--- config.mk ---
export PLATFORM = sky130hd
export DESIGN_NAME = sdes_keygen
export DESIGN_NICKNAME = d
export VERILOG_FILES = /design/src/rtl/sdes_pkg.sv /design/src/rtl/sdes_p8.sv /design/src/rtl/sdes_keygen.sv
export SDC_FILE = /design/constraint.sdc
export NUM_CORES = 1
export LEC_CHECK = 0
export BUFFER_PORTS_ARGS = -buffer_cell sky130_fd_sc_hd__buf_2
export CAP_MARGIN = 20
export CORE_MARGIN = 2
export CORE_UTILIZATION = 50
export DETAILED_ROUTE_END_ITERATION = 16
export PLACE_DENSITY = 0.78
export SYNTH_ARGS = -nofsm -noshare
export SYNTH_HDL_FRONTEND = slang
export SYNTH_SLANG_ARGS = --single-unit
--- constraint.sdc ---
create_clock -name clk -period 1.6 [get_ports clk]
set_input_delay 0.08 -clock clk [delete_from_list [all_inputs] [get_ports clk]]
set_output_delay 0.08 -clock clk [all_outputs]
set_load 0.02 [all_outputs]
--- src/rtl/sdes_pkg.sv ---
// Shared S-DES definitions: key-schedule state encoding, permutation tables and
// the bit-level helpers reused by every S-DES stage.
package sdes_pkg;

  // P10 is a reserved encoding; the P10 load happens on the IDLE handshake.
  typedef enum logic [2:0] {
    IDLE   = 3'd0,
    P10    = 3'd1,
    SHIFT1 = 3'd2,
    SHIFT2 = 3'd3,
    DONE   = 3'd4
  } state_t;

  // 1-based source positions; position 1 is bit 0 (the MSB) of a [0:N] vector.
  localparam int P10_TABLE [10] = '{3, 5, 2, 7, 4, 10, 1, 9, 8, 6};
  localparam int P8_TABLE  [8]  = '{6, 3, 7, 4, 8, 5, 10, 9};

  function automatic logic [0:9] p10(input logic [0:9] k);
    logic [0:9] r;
    r = '0;
    for (int i = 0; i < 10; i++) r[4'(i)] = k[4'(P10_TABLE[i] - 1)];
    return r;
  endfunction

  function automatic logic [0:7] p8(input logic [0:9] k);
    logic [0:7] r;
    r = '0;
    for (int i = 0; i < 8; i++) r[3'(i)] = k[4'(P8_TABLE[i] - 1)];
    return r;
  endfunction

  // Rotate one 5-bit half left by n; halves never exchange bits.
  function automatic logic [0:4] ls(input logic [0:4] half, input int n);
    logic [0:4] r;
    r = '0;
    for (int i = 0; i < 5; i++) r[3'(i)] = half[3'((i + n) % 5)];
    return r;
  endfunction

endpackage

--- src/rtl/sdes_p8.sv ---
// Combinational P8 compression: selects 8 of the 10 shift-register bits.
module sdes_p8
  import sdes_pkg::*;
(
  input  logic [0:9] din,
  output logic [0:7] dout
);

  assign dout = p8(din);

endmodule

--- src/rtl/sdes_keygen.sv ---
// S-DES key schedule: takes a 10-bit master key on a handshake and presents
// subkeys k1/k2 three cycles later, in swapped order when decrypting.
module sdes_keygen
  import sdes_pkg::*;
#(
  parameter bit HOLD_KEYS = 1'b1
) (
  input  logic       clk,
  input  logic       rst,
  input  logic [0:9] key,
  input  logic       dec,
  input  logic       key_valid,
  output logic       key_ready,
  output logic [0:7] k1,
  output logic [0:7] k2,
  output logic       keys_valid,
  input  logic       keys_ready,
  output logic       busy
);

  state_t     state, state_nxt;
  logic [0:9] sr;
  logic [0:9] sr_ls1, sr_ls2, sr_shift;
  logic [0:7] ka;
  logic [0:7] p8_out;
  logic       dec_r;
  logic       keys_taken;

  assign key_ready  = (state == IDLE);
  assign busy       = (state != IDLE);
  assign keys_taken = keys_valid && keys_ready;

  // LS-2 in SHIFT2 applies on top of the LS-1 already stored in sr.
  assign sr_ls1   = {ls(sr[0:4], 1), ls(sr[5:9], 1)};
  assign sr_ls2   = {ls(sr[0:4], 2), ls(sr[5:9], 2)};
  assign sr_shift = (state == SHIFT2) ? sr_ls2 : sr_ls1;

  sdes_p8 u_p8 (
    .din  (sr_shift),
    .dout (p8_out)
  );

  always_comb begin
    // NOTE: next state defaults to the current state first, so no path leaves it unassigned (no latch).
    state_nxt = state;
    case (state)
      IDLE:    if (key_valid) state_nxt = SHIFT1;
      SHIFT1:  state_nxt = SHIFT2;
      SHIFT2:  state_nxt = DONE;
      DONE:    if (keys_taken) state_nxt = IDLE;
      default: state_nxt = IDLE;
    endcase
  end

  // NOTE: sequential state uses non-blocking assignments so every register samples pre-edge values.
  always_ff @(posedge clk) begin
    if (rst) state <= IDLE;
    else     state <= state_nxt;
  end

  // NOTE: working registers are not reset; they are always reloaded before anything reads them.
  always_ff @(posedge clk) begin
    case (state)
      IDLE: begin
        if (key_valid) begin
          sr    <= p10(key);
          dec_r <= dec;
        end
      end
      SHIFT1: begin
        sr <= sr_shift;
        ka <= p8_out;
      end
      SHIFT2:  sr <= sr_shift;
      default: ;
    endcase
  end

  // keys_valid rises one cycle into DONE, giving the 3-edge latency after acceptance.
  always_ff @(posedge clk) begin
    if (rst) begin
      k1         <= '0;
      k2         <= '0;
      keys_valid <= 1'b0;
    end else begin
      case (state)
        SHIFT2: begin
          k1 <= dec_r ? p8_out : ka;
          k2 <= dec_r ? ka : p8_out;
        end
        DONE: begin
          if (keys_taken) begin
            keys_valid <= 1'b0;
            if (!HOLD_KEYS) begin
              k1 <= '0;
              k2 <= '0;
            end
          end else begin
            keys_valid <= 1'b1;
          end
        end
        default: ;
      endcase
    end
  end

endmodule

Word level (Yosys, flattened, before mapping)
Index checks and enable logic that the tools add are counted.

Equal/unequal tests: 5. Mux-type cells: 9. Reduce and logical (&&, ||, !) cells: 8.

Operator list (number): $mux 10 (2); $pmux 10 s2 (1); $mux 8 (2); $pmux 3 s4 (1); $eq 3x2->1 const B (2); $mux 3 (2); $reduce_and 2->1 (3); $ne 2x2->1 const B (2); $eq 3x3->1 const B (1); $logic_not 3->1 (1); $reduce_bool 3->1 (1); $reduce_bool 2->1 (1); $reduce_or 2->1 (1); $logic_and 1x1->1 (1); $mux 1 (1).

Flip-flop bits (word level): 35. Bits of input ports: 15. Logic and storage cells: 29.

Logic depth before layout (Yosys ltp)
Word-level depth: 4. Gate-level depth with buffers: 5. Depth with buffers taken out: 3.

By module
From an unflattened synthesis, not the netlist that was laid out.

Cells, all modules: 149. Area total of the unflattened synthesis: 1687.9 um^2.

Modules (own cells, without submodules): sdes_keygen (instances 1, cells an instance 140, area an instance 1624.1 um^2); sdes_p8 (instances 1, cells an instance 9, area an instance 63.8 um^2).

Worst setup path before layout
OpenSTA, ideal clock, no wires.

Path kind: reg-to-reg. From: register state[1]. To: register dec_r, enable pin. Library setup time: 0.292 ns. Arrival: 1.114 ns. Required time: 1.308 ns. Setup slack: 0.194 ns. Cell stages (with the launch flop): 4. Path buffers: 0. Path through: dfxtp_1 -> or3_1 -> inv_2 -> and2_1.

Longest elaborated chain between the ends: 2.

Ends and longest elaborated chain: from (decl) (line sdes_keygen.sv:21) `state_t state, state_nxt;`; from (signal assigned) (line sdes_keygen.sv:58) `else state <= state_nxt;`; $logic_not 3->1; net key_ready (line sdes_keygen.sv:13) `output logic key_ready,`; $reduce_and 2->1 (no source line); to (signal assigned) (line sdes_keygen.sv:67) `dec_r <= dec;`; to (decl) (line sdes_keygen.sv:26) `logic dec_r;`.

The timed path passes the listed nets, and every way through them passes these cells. A chain may end at the register's enable or synchronous reset.

Worst setup path in the final report
From: register state[0]. To: output port key_ready.

Longest elaborated chain between the ends: 1.

Ends and longest elaborated chain: $logic_not 3->1 (line sdes_keygen.sv:29) `assign key_ready = (state == IDLE);`; to (decl) (line sdes_keygen.sv:13).

Every way passes these cells.

==> impl_results.md <==
- Post_cts resized: 0
- Clock tree buffer depth: 2
- Post-CTS Setup Bufs: 0
- Nets: roughly 150
- Antenna diodes: 0
- Final Hold Fails: 0
- Post-synthesis sequential area ratio: 52.9%
- Largest net degree at the start of global routing: 16
- DRT antenna net count: 0
- DR DRC count: 0
- Final Skew: 0.0115 ns
- Global-route wire length before repair: 3.55 mm
- I/O pin cnt: 34
- Rows: 17
- CP Class: flop to primary output
- Fin Setup TNS: 0 ns
- Worst R2R Path Depth: 2
- Hold Crit Class: primary input to flop
- Initial drt markers: 15
- RSZ-0062 raised after global routing: false
- Clk sinks: 25
- Worst Setup End Kind: primary output
- DIE WIDTH: 52.8 µm
- WP data required: 1.52 ns
- Fin cells: 158
- WL per Instance: 13.1 µm
- # setup viols final: 0
- Final wirelength: roughly 2.1 mm
- Pwr Density: 950 mW/mm²
- Placed cells: 153
- Fin Hold WS: 0.0137 ns
- Worst-path fanout max: 11
- Cts hold-fix bufs: 1
- Vias/cell: 5.02
- Slew margin rel.: 56.4%
- Total chip power: 1.25 mW
- Synth Cell Area: 0.00119 mm²
- Clock Latency Late Sink: 0.32 ns
- Worst-Margin Slew: 0.652 ns
- DP Area: 0.00127 mm²
- Worst hold path cell count: 2
- Final weighted congestion in routability-driven placement: 0.786
- Final period utilization: ~93%
- Core ar.: approximately 0.0022 mm²
- CTS tree: done
- Layout cells sized above 1: between 30% and 40%
- Clock Pin Slew Worst Setup and Hold Paths: 0.14 ns
- Mapped Cells: 108
- Area grow syn2layout: 10.1%
- Final Max Tran Viols: 0
- Arrival @ worst endpoint: 1.41 ns
- Synth Area per Inst: around 11 µm²
- Inserted Clock Buffers: 3
- Drt pass-1 iters: 4
- Initial Util: 53.3%
- Pleak: 0.572 nW
- Fillers: slightly below 200
- Yosys warning total: 0
- CTS Root Cell: clkbuf_4
- Vias: about 790
- Outcome: complete, no violations
- Synthesized flop and latch total: 25
- Design area: 0.00131 mm²
- Fin crit period: 1.49 ns
- Utilization after layout: 58.7%
- Post-DP HPWL: 1.45 mm
- Max-cap violations: 0
- Synth cell types: 29
- IO Port Bufs: 20
- DIE HEIGHT: 52.8 µm
- Worst VDD drop: 0.000602 V
- Setup slack after layout: 0.107 ns
- Initial antenna violation count: 0
- Fmax: about 670 MHz
- CTS HTree Levels: 1
- Grt total ovfl: 0
- Startpoint Class: flop
- Die area: 0.00279 mm²
- Pre-CTS WS: 0.210 ns
- Vias in the first global route: 744
- Overall Global Routing Usage: 17.9%
## worst max-delay path, stage by stage, from the launching register on
cell	delay, ns
dfxtp_1	0.34
buf_4	0.17
or3_1	0.36
inv_2	0.07
buf_2	0.15
## synth_stat cells, drive strengths merged
cell	count	area, µm²
inv	2	7.50
nand3	2	10.0
nand3b	2	27.5
buf	14	110
nor2	11	41.3
o21ai	4	20.0
dfxtp	12	240
nand2b	1	6.26
nand2	14	52.6
and3b	1	8.76
mux2i	10	100
a21o	1	7.51
a21oi	5	28.8
a21bo	1	10.0
and2	5	33.8
or3	1	6.26
nor3	1	5.00
a211oi	6	75.1
edfxtp	13	390
nor4	1	6.26
conb	1	3.75
## sequential cells by signal (all words and copies together) (netlist names)
register and count:
sr 8, k1 4, k2 4, ka 4, state 3, dec_r 1, keys_valid 1
## where the power goes
group          internal [mW]  switching (mW)
Clock                 0.0972           0.189
Combinational         0.0720           0.116
Sequential             0.733          0.0388
Total                  0.902           0.343
## cell families after synthesis
family	count (synthesis)	synth area share, %
buffers and inverters	16	9.87
muxes	10	8.40
AOI/OAI and AO/OA	17	11.9
DFF	25	52.9
other	1	0.315
and+or+nand+nor	39	16.6
## metal layers
layer	vias up	GRT usage [%]	part of all wire [%]
met3	2	2.86	4.4
met1	369	23.4	45
li1	400	-	-
met5	-	0	0
met4	0	6.41	0.73
met2	22	29.8	50
## final cells by class
class / count / area, µm² / share of cell area [%]
well taps: 28 / 35.0 / 2.67
inverters: 2 / 7.51 / 0.573
multi-input cells: 74 / 469 / 35.8
repair buffers: 25 / 140 / 10.7
clock buffers: 3 / 22.5 / 1.72
clock inverters: 1 / 6.26 / 0.477
flip-flops and latches: 25 / 631 / 48.1
## cells in the final DEF, fill, tap and decap left out, types with 3 or more instances in the layout
| cell | count |
|---|---|
| clkbuf_4 | 3 |
| edfxtp_1 | 13 |
| o21ai_0 | 4 |
| nor2_1 | 11 |
| conb_1 | 8 |
| buf_2 | 20 |
| and2_1 | 4 |
| buf_4 | 4 |
| a21oi_1 | 4 |
| mux2i_1 | 10 |
| a211oi_2 | 6 |
| dfxtp_1 | 12 |
| nand2_1 | 14 |
## worst paths after layout
check | startpoint | end | slack, ns
max | state[0] | key_ready | 0.11
min | key[6] | sr[3] | 0.01
max reg2reg | state[1] | sr[8] | 0.19
min reg2reg | k2[1] | k2[1] | 0.46
Note: power is estimated with default switching activity, not from simulation.
